`config.mk`:
```
export PLATFORM = sky130hd
export DESIGN_NAME = truthtable_sweeper
export DESIGN_NICKNAME = d
export VERILOG_FILES = /design/src/rtl/truthtable_sweeper.sv
export SDC_FILE = /design/constraint.sdc
export NUM_CORES = 1
export LEC_CHECK = 0
export BUFFER_PORTS_ARGS = -buffer_cell sky130_fd_sc_hd__buf_2
export CAP_MARGIN = 20
export CORE_ASPECT_RATIO = 1.25
export CORE_MARGIN = 3
export CORE_UTILIZATION = 25
export DETAILED_ROUTE_END_ITERATION = 10
export GPL_ROUTABILITY_DRIVEN = 1
export PLACE_DENSITY_LB_ADDON = 0.05
export SETUP_SLACK_MARGIN = 0.02
export SKIP_CTS_REPAIR_TIMING = 1
export SLEW_MARGIN = 20
export SYNTH_ARGS = -nofsm -noshare
export SYNTH_HDL_FRONTEND = slang
export SYNTH_SLANG_ARGS = --single-unit
```
`constraint.sdc`:
```
create_clock -name clk -period 3.2 [get_ports clk]
set_input_delay 0.32 -clock clk [delete_from_list [all_inputs] [get_ports clk]]
set_output_delay 0.32 -clock clk [all_outputs]
set_load 0.005 [all_outputs]
```
`src/rtl/truthtable_sweeper.sv`:
```
// Drives rows 0..7 into a 3-input truth-table circuit, captures f, and compares against EXPECTED.
// Optional first-failure capture is enabled by defining TT_FIRST_FAIL_EN.
//
// state  | meaning
// IDLE   | rows parked at 000, waiting for start
// SWEEP  | driving rows, settle timer counts down, f sampled at terminal count
// FINISH | one-cycle done pulse, match valid, rows back at 000
module truthtable_sweeper #(
   parameter int          SETTLE_CYCLES = 1,
   parameter logic [7:0]  EXPECTED      = 8'hAC
) (
   input  logic       clk,
   input  logic       resetn,
   input  logic       start,
   output logic       x3,
   output logic       x2,
   output logic       x1,
   input  logic       f,
   output logic       busy,
   output logic       done,
   output logic [7:0] table_out,
`ifdef TT_FIRST_FAIL_EN
   output logic [2:0] first_fail_row,
   output logic       first_fail_valid,
`endif
   output logic       match
);

   typedef enum logic [1:0] {
      IDLE   = 2'd0,
      SWEEP  = 2'd1,
      FINISH = 2'd2
   } state_t;

   localparam logic [3:0] SETTLE_LOAD = 4'(SETTLE_CYCLES);

   state_t     state, state_nxt;
   logic [2:0] row, row_nxt;
   logic [3:0] settle, settle_nxt;
   logic       busy_nxt, done_nxt, match_nxt;
   logic [7:0] table_nxt;
`ifdef TT_FIRST_FAIL_EN
   logic [2:0] ff_row_nxt;
   logic       ff_valid_nxt;
`endif

   assign {x3, x2, x1} = row;

   always_ff @(posedge clk or negedge resetn) begin
      if (!resetn) begin
         state     <= IDLE;
         row       <= 3'd0;
         settle    <= 4'd0;
         busy      <= 1'b0;
         done      <= 1'b0;
         table_out <= 8'h00;
         match     <= 1'b0;
`ifdef TT_FIRST_FAIL_EN
         first_fail_row   <= 3'd0;
         first_fail_valid <= 1'b0;
`endif
      end else begin
         state     <= state_nxt;
         row       <= row_nxt;
         settle    <= settle_nxt;
         busy      <= busy_nxt;
         done      <= done_nxt;
         table_out <= table_nxt;
         match     <= match_nxt;
`ifdef TT_FIRST_FAIL_EN
         first_fail_row   <= ff_row_nxt;
         first_fail_valid <= ff_valid_nxt;
`endif
      end
   end

   always_comb begin
      state_nxt  = state;
      row_nxt    = row;
      settle_nxt = settle;
      busy_nxt   = busy;
      done_nxt   = 1'b0;
      table_nxt  = table_out;
      match_nxt  = match;
`ifdef TT_FIRST_FAIL_EN
      ff_row_nxt   = first_fail_row;
      ff_valid_nxt = first_fail_valid;
`endif

      case (state)
         IDLE: begin
            row_nxt = 3'd0;
            if (start) begin
               state_nxt  = SWEEP;
               busy_nxt   = 1'b1;
               settle_nxt = SETTLE_LOAD;
               table_nxt  = 8'h00;
               match_nxt  = 1'b0;
`ifdef TT_FIRST_FAIL_EN
               ff_row_nxt   = 3'd0;
               ff_valid_nxt = 1'b0;
`endif
            end
         end

         SWEEP: begin
            if (settle != 4'd0) begin
               settle_nxt = settle - 4'd1;
            end else begin
               // Terminal count: this is the last cycle the row is held.
               table_nxt[row] = f;
               settle_nxt     = SETTLE_LOAD;
`ifdef TT_FIRST_FAIL_EN
               if (!first_fail_valid && (f != EXPECTED[row])) begin
                  ff_row_nxt   = row;
                  ff_valid_nxt = 1'b1;
               end
`endif
               if (row == 3'd7) begin
                  state_nxt = FINISH;
                  row_nxt   = 3'd0;
                  busy_nxt  = 1'b0;
                  done_nxt  = 1'b1;
                  match_nxt = (table_nxt == EXPECTED);
               end else begin
                  row_nxt = row + 3'd1;
               end
            end
         end

         FINISH: begin
            state_nxt = IDLE;
            row_nxt   = 3'd0;
         end

         default: begin
            state_nxt = IDLE;
            row_nxt   = 3'd0;
            busy_nxt  = 1'b0;
         end
      endcase
   end

endmodule

```
==> run summary, run 1 <==
The number of nets handed over by synthesis was 120. For this run the aggregate overflow at the end of global routing stands at 0. The global-route total usage across every layer was 12.0%; the arrival time at the worst endpoint was 1.98 ns.

The routability congestion estimate came out at 0.689. By count the netlist is led by 20 x dfrtp_1, 10 x nand2_1, 9 x inv_1, 8 x a21oi_1, 6 x o22ai_1. Power per cell area: 797 nW/um2.

The cell type with the highest aggregate area in the netlist is dfrtp_1. Setup repair after global routing left no endpoint under its margin. The sum of internal, switching and leakage power came out at 1.03 mW. A synthesized cell averages 9.99 um2. The tools report the CTS root buffer as clkbuf_8. Once detail routing completed, the nets flagged for antenna violations numbered 0. From synthesis to final layout, the design area changed by 15.7%. Tightest hold margin: 0.00822 ns. The routed design could run at a clock period as short as 1.83 ns.

After the first detailed-routing iteration, the DRC count stood at 25. The run gives 0 as the initial antenna violation count. The run finished with clean final reports. The clock transition at the registers of the reported paths is 0.08 ns. Along the worst path, the maximum fanout reaches 13. The number of buffer cells added on primary ports came out at 17.

The Yosys step of the flow raised 0 warnings. STA classifies the critical path startpoint as a register. The number of max-cap violations is 0, and the placeable core area is 4200 um2. The final route contains 898 vias. Largest clock skew in the final design: 0.00802 ns. The logs give 182 for the number of cells in the design after placement and 0.26 ns for the worst-skew pair later-pin latency. The number of detailed-route iterations in the first pass was 4. In this run the static leakage power is 0.607 nW. The cell with the most instances after synthesis is dfrtp_1. For the number of endpoints with negative hold slack in the final report, the log shows 0. STA classifies the critical path endpoint as a register. The die is 65.8 um wide. Biggest cell delay along the critical path: 0.64 ns.

For this run, design rule violations remaining after detail routing come to 0. The post-route netlist has 23.3% of its cells at a drive strength greater than 1. At the pin with the least slew margin, the transition time is 0.525 ns. After synthesis, the share of flip-flops with an asynchronous set or reset is 100%. Data on the critical path is required at its endpoint by 3.35 ns.

The run gives 44.7% as the fraction of the yosys area taken by sequential cells. The dominant register cell in the synthesized netlist was dfrtp_1. In the final routed layout, each cell accounts on average for 14.9 um. After filler insertion, the fill cell instance count of the layout stands at 446.

After technology mapping, the gate count stands at 112. By area the synthesized netlist is led by dfrtp_1 45%, ha_1 4.5%, a21oi_1 3.6%. The total count of max-transition violations in the final report is 0, and the routed via count divided by cell count is 4.85. The tools report the setup-violating endpoint count in the final report as 0.

In this design, the critical path's most frequently occurring cell is ha_1. The largest voltage drop on the vdd net was 0.274 mV; the via count of the first global-routing pass was 1003. After layout, the worst path uses 57.1% of the clock period. The run gives 0 ns as the final total negative setup slack. The class of the tightest hold or removal check was primary input to asynchronous set/reset pin. The run gives 0 as the antenna cell count.

The final layout contains routed wiring with a total length of 2750 um. Critical path class: register to register. Synthesized cell area: 1120 um2. Yosys mapped the design onto 35 distinct sky130hd cell types. The largest individual stage delay along the critical path comes from the cell dfrtp_1. Once the floorplan was initialized, standard cells occupied 26.7% of the core.

The finished layout holds 185 standard cells, fillers aside. The longest clock path from root to sink contains 2 buffers. The synthesized design contains 20 register bits. The die is 80.8 um tall. The tools report the highest achievable clock rate as 547 MHz. For this design the top-level I/O count stands at 18. The clock sink count was 20; the level count of the clock H-tree was 1.

The number of flops mapped to enable cells by yosys came out at 0. The first global-routing pass estimated 4820 um of wire. Counting the buffers created by CTS gives 3.

Fraction of synthesized cell area taken by the top area cell type: 44.7%. TritonCTS built the clock tree. The HPWL after detailed placement is 2100 um. The die covers 5320 um2. The floorplan has 26 rows.

Walking the worst path, the cells encountered are ha_1, ha_1, and3_1, nand3_1, o41ai_2. Entering global routing, the biggest net connects 21 pins. For the final net count, the log shows 139. The run gives 64.9% as the tightest slew margin relative to the limit.
-- flip-flops by register name, indices dropped and copies added (netlist names) --
register and flops:
busy 1, done 1, match 1, row 3, settle 4, state 2
table_out 8
-- layout by cell type, fill, tap and decap left out, types with 2 or more instances in the layout --
cell and n:
dfrtp_1 20, buf_2 17, nand2_1 10, inv_1 9, a21oi_1 8, o22ai_1 6
o21ai_0 5, nor2_1 4, a22o_1 4, ha_1 4, nand2b_1 3, nor3b_1 3
nor3_1 3, clkbuf_8 3, nor3b_2 2, and3_1 2, or3b_4 2, nand3b_1 2
mux2i_1 2, o21bai_1 2, a21o_1 2, nand3_1 2, xnor2_1 2
-- area by class of cell --
class                      count  area, um2  share of cell area, %
inverter                       9       33.8                   2.61
multi-input combinational     80        563                   43.5
sequential                    20        500                   38.7
timing repair buffer          17       85.1                   6.58
clock buffer                   3       41.3                   3.19
tap                           56       70.1                   5.42
-- where the power goes --
part	internal (mW)	switching (mW)	leakage, nW	total, mW
sequential	0.322	0.102	0.262	0.425
clock	0.0839	0.0832	0.0216	0.167
combinational	0.205	0.234	0.323	0.439
total	0.612	0.419	0.607	1.03
-- cells by family after synthesis --
| logic type | synth area share [%] |
|---|---|
| adders and majority gates | 4.47 |
| AOI/OAI and AO/OA | 20.6 |
| muxes | 2.80 |
| buffers and inverters | 4.92 |
| DFF | 44.7 |
| xor gates and xnor gates | 1.57 |
| and+or+nand+nor | 20.9 |
-- critical path, delay by kind of cell, from the launching register on --
family | cells | cell delay (ns)
AO/OA/AOI/OAI | 1 | 0.33
adder cells (fa/ha/maj) | 2 | 0.45
flip-flops | 1 | 0.64
AND/OR/NAND/NOR | 2 | 0.30
-- layer usage --
layer	track usage (%)	routed length [um]	share of wire, %
met1	12.8	1120	41
met2	22.6	1490	54
met3	1.94	87	3.2
met4	5.81	53	1.9
met5	0	0	0
-- path summary, 6_finish.rpt --
| path | start | to | slack, ns | depth (start not counted) |
|---|---|---|---|---|
| min in group clk | start | state[0] | 0.37 | 3 |
| hold / removal | resetn | row[1] | 0.008 | 1 |
| max in group asynchronous | resetn | table_out[1] | 2.86 | 1 |
| hold reg to reg | busy | busy | 0.51 | 1 |
| setup / recovery | row[0] | match | 1.37 | 5 |
| setup reg to reg | row[0] | match | 1.37 | 5 |
-- metrics by stage --
stage	util, %	cell area, um2	worst slack [ns]
floorplan	-	1120	1.61
global placement	29.8	1250	1.36
detailed placement	29.8	1250	1.36
CTS	30.8	1290	1.32
global route	30.8	1290	1.15
finish	30.8	1290	1.37
(Power assumes the default switching activity.)
==> run 2: changes to the inputs <==
--- a/config.mk
+++ b/config.mk
@@ -5,6 +5,7 @@
 export SDC_FILE = /design/constraint.sdc
 export NUM_CORES = 1
 export LEC_CHECK = 0
+export ABC_AREA = 1
 export BUFFER_PORTS_ARGS = -buffer_cell sky130_fd_sc_hd__buf_2
 export CAP_MARGIN = 20
 export CORE_ASPECT_RATIO = 1.25
==> constraint.sdc (replaced) <==
create_clock -name clk -period 1.7 [get_ports clk]
set_input_delay 0.17 -clock clk [delete_from_list [all_inputs] [get_ports clk]]
set_output_delay 0.17 -clock clk [all_outputs]
set_load 0.005 [all_outputs]
==> run 2 against run 1 <==
Via count rose by 7.1%. Combinational power grew 140%. Synthesized area grew 0.56%. Clock-buffer cell count is the same. Final cell count rose by 17%. Die area is 0.51% higher. Cell area rose by 2.8%. Critical path depth increased by 3. Critical path type unchanged. First-iteration DRC count rose by 36%. Non-clock buffer count up 4.
==> run summary, run 2 <==
Clock-pin slew was measured on the worst setup and hold paths at 0.07 ns. Setup violations remaining at the end of the flow were counted as 0. The run gives 468 as the number of filler cells placed in the layout. Of all flip-flops after synthesis, the portion carrying an async set or reset was 100%. The tools report the pin count of the biggest net entering global routing as 21. For the pin with the worst max-slew slack, the measured transition is 0.463 ns.

The total number of vias was 962. In this run the tightest slew margin relative to its limit is 69.2%. TritonCTS built the clock tree. Floorplan die height: 81.0 um. The launching element type of the critical path was a register.

The run gives 1.86 ns as the required time of the critical path. The worst setup path is captured at a register. The via count of the first global-routing pass is 968. The die span in x is 66.0 um, and the routability congestion estimate is 0.768. The register with the most flip-flops in the final layout is table_out.

The final net count is 170, and the synthesized flop and latch total is 20. The tools report the register area as 500 um2. The clock drives 20 sinks. For the total count of max-transition violations in the final report, the log shows 0. For this run, the register share of the synthesized area comes to 44.5%. The HPWL after detailed placement is 2060 um.

The cell with the biggest individual delay on the critical path is dfrtp_1. The fraction of synthesized cell area taken by the top area cell type works out to 44.5%. After detailed routing, the total wire length is 2720 um. Summed over all failing endpoints, the final setup total negative slack is 0 ns. The most common library cell in the layout ignoring fill and taps was nand2_1. Final antenna-violating net count: 0. In this run, CTS created clock tree buffers numbering 3.

The gate count after technology mapping was 139; the number of unique standard cell types used by synthesis was 25. For this run, the detailed router's first-pass iteration total came to 4. The power per cell area works out to 1560 nW/um2. Dividing the detail-routed wire length by the instance count gives 12.6 um. Of the cells placed in the final design, the portion with a size suffix greater than 1 is 24.4%. IR analysis of the VDD net gives a maximum drop of 0.460 mV. Counting both buffers and inverters, the worst setup path holds a total of 0. Setup repair after global routing left no endpoint under its margin. From synthesis to final layout, the design area changed by 18.2%. The first routing iteration left 34 violations. The minimum period implied by the final worst setup slack is 1.43 ns, and the number of flip-flops under the largest register name is 8. The synthesized cell area is 1120 um2, and the level count of the clock H-tree is 1. The total die area is 5350 um2.

The synthesized design spends more area on one cell type than any other, namely dfrtp_1. The worst hold path belongs to the class primary input to register. The run gives 0 as the antenna cell count. For this run, the slowest stage of the critical path takes 0.38 ns. The worst path uses 84.4% of the clock period.

The worst setup path is of the register to register kind. Across the routed clock network, the largest skew measured is 0.00235 ns. The signal on the critical path passes through ha_1, ha_1, nand3_1, nand2_1, nand2_1, nor2_1, nand3_1, nand2_1.

Counting every net in the synthesized netlist gives 147. The tools report the count of yosys warnings during synthesis as 0. The highest achievable clock rate was 697 MHz; the number of buffer cells added on primary ports was 17.

Of all nets on the critical path, the largest fanout is 3. In this run the core area contains 26 standard-cell rows. Global routing used 11.9% of the available tracks. Counting flops with a built-in enable in the synthesized netlist gives 0. Max-cap violations in this run came to 0. The run gives 0 as the final global-route overflow total. CTS root buffer: clkbuf_8. The tools report the initial antenna violation count as 0. The number of ports placed on the die boundary came out at 18. The commonest cells after synthesis are 47 x nand2_1, 20 x dfrtp_1, 12 x nand3_1, 9 x inv_1.

Cell with the most instances after synthesis: nand2_1. The library cells used most frequently in the layout, excluding fill and tap cells, are 47 x nand2_1, 20 x dfrtp_1, 17 x buf_2, 12 x nand3_1, 9 x inv_1. The number of endpoints with negative hold slack in the final report was 0. The clock passes through at most 2 buffers.

Kind of cell with the highest combined delay on the critical path: simple AND/OR/NAND/NOR gates. In the final layout, the registers with the most flip-flops are table_out (8), settle (4), row (3). For the effective utilization at floorplan, the log shows 26.8%. The first global-routing pass estimated 4860 um of wire.

The run finished with clean final reports. Cells fill 31.7% of the core in the end. For this run, the leading register cell type out of synthesis is dfrtp_1. In the routed layout, each cell is associated on average with a via count of 4.45. The worst-skew pair later-pin latency is 0.26 ns, and the average cell area after synthesis is 8.09 um2.

Total DRC errors in the routed layout: 0. The placeable core area is 4200 um2, and the total area of multi-input combinational cells is 537 um2. The logs give 1.59 ns for the arrival time at the worst endpoint and 0.725 nW for the leakage power.

After synthesis, the cell types taking the most area are dfrtp_1 44%, nand2_1 16%, nand3_1 5.3%. The cell that appears most often on the critical path is nand2_1.
## run 2: cell types whose count changed in the layout (fill, tap and decap cells not counted), moves of 4 or more
cell	change
nand2_1	+37
nand3_1	+10
a21oi_1	-7
nand4_1	+6
inv_2	+5
a22o_1	-4
## run 2: cell families (layout without fill, tap and decap cells)
family,Yosys count,after routing,synth area share [%]
xor+xnor,1,1,0.779
fa+ha+maj,4,4,4.45
flops,20,20,44.5
compound gates,16,16,8.56
simple gates,79,79,33.9
buf+inv,19,40,7.79
## run 2: area by class of cell
class | count | area share, %
inverters | 16 | 4.80
clock buffers | 3 | 3.10
multi-input cells | 100 | 40.4
well taps | 56 | 5.27
flip-flops and latches | 20 | 37.6
repair buffers | 21 | 8.84
## run 2: worst paths after layout
path	startpoint	endpoint	slack, ns	cells past startpoint
worst max-delay path	row[1]	match	0.27	8
worst min-delay path	start	busy	0.26	3
worst max register to register	row[1]	match	0.27	8
worst min register to register	busy	busy	0.47	2
max in group asynchronous	resetn	table_out[5]	0.99	2
min in group asynchronous	resetn	table_out[4]	0.39	2
## run 2: metrics by stage
step	worst slack (ns)	hold slack [ns]	area, um2	instances	total power [mW]
after floorplan	0.377	-0.126	1120	139	1.47
after global placement	0.252	0.161	1280	212	1.79
after detailed placement	0.247	0.165	1280	212	1.79
after CTS	0.234	-0.122	1320	215	2.11
after global routing	0.128	0.309	1330	216	2.30
final	0.265	0.262	1330	216	2.08
## run 2: power breakdown
part / internal (mW) / switching, mW / total, mW
clock: 0.158 / 0.155 / 0.313
sequential: 0.631 / 0.0931 / 0.724
combinational: 0.384 / 0.659 / 1.04
## run 2: worst min-delay path, delay by kind of cell
| kind | cells | cell delay [ns] |
|---|---|---|
| and+or+nand+nor | 2 | 0.22 |
| buffers and inverters | 1 | 0.10 |
## run 2: per-layer routing
metal  up-vias  track usage [%]  part of all wire (%)
li1        497                -                     -
met1       440             14.9                    46
met2        21             20.2                    49
met3         4             1.80                   2.8
met4         0             5.49                   2.1
met5         -                0                     0
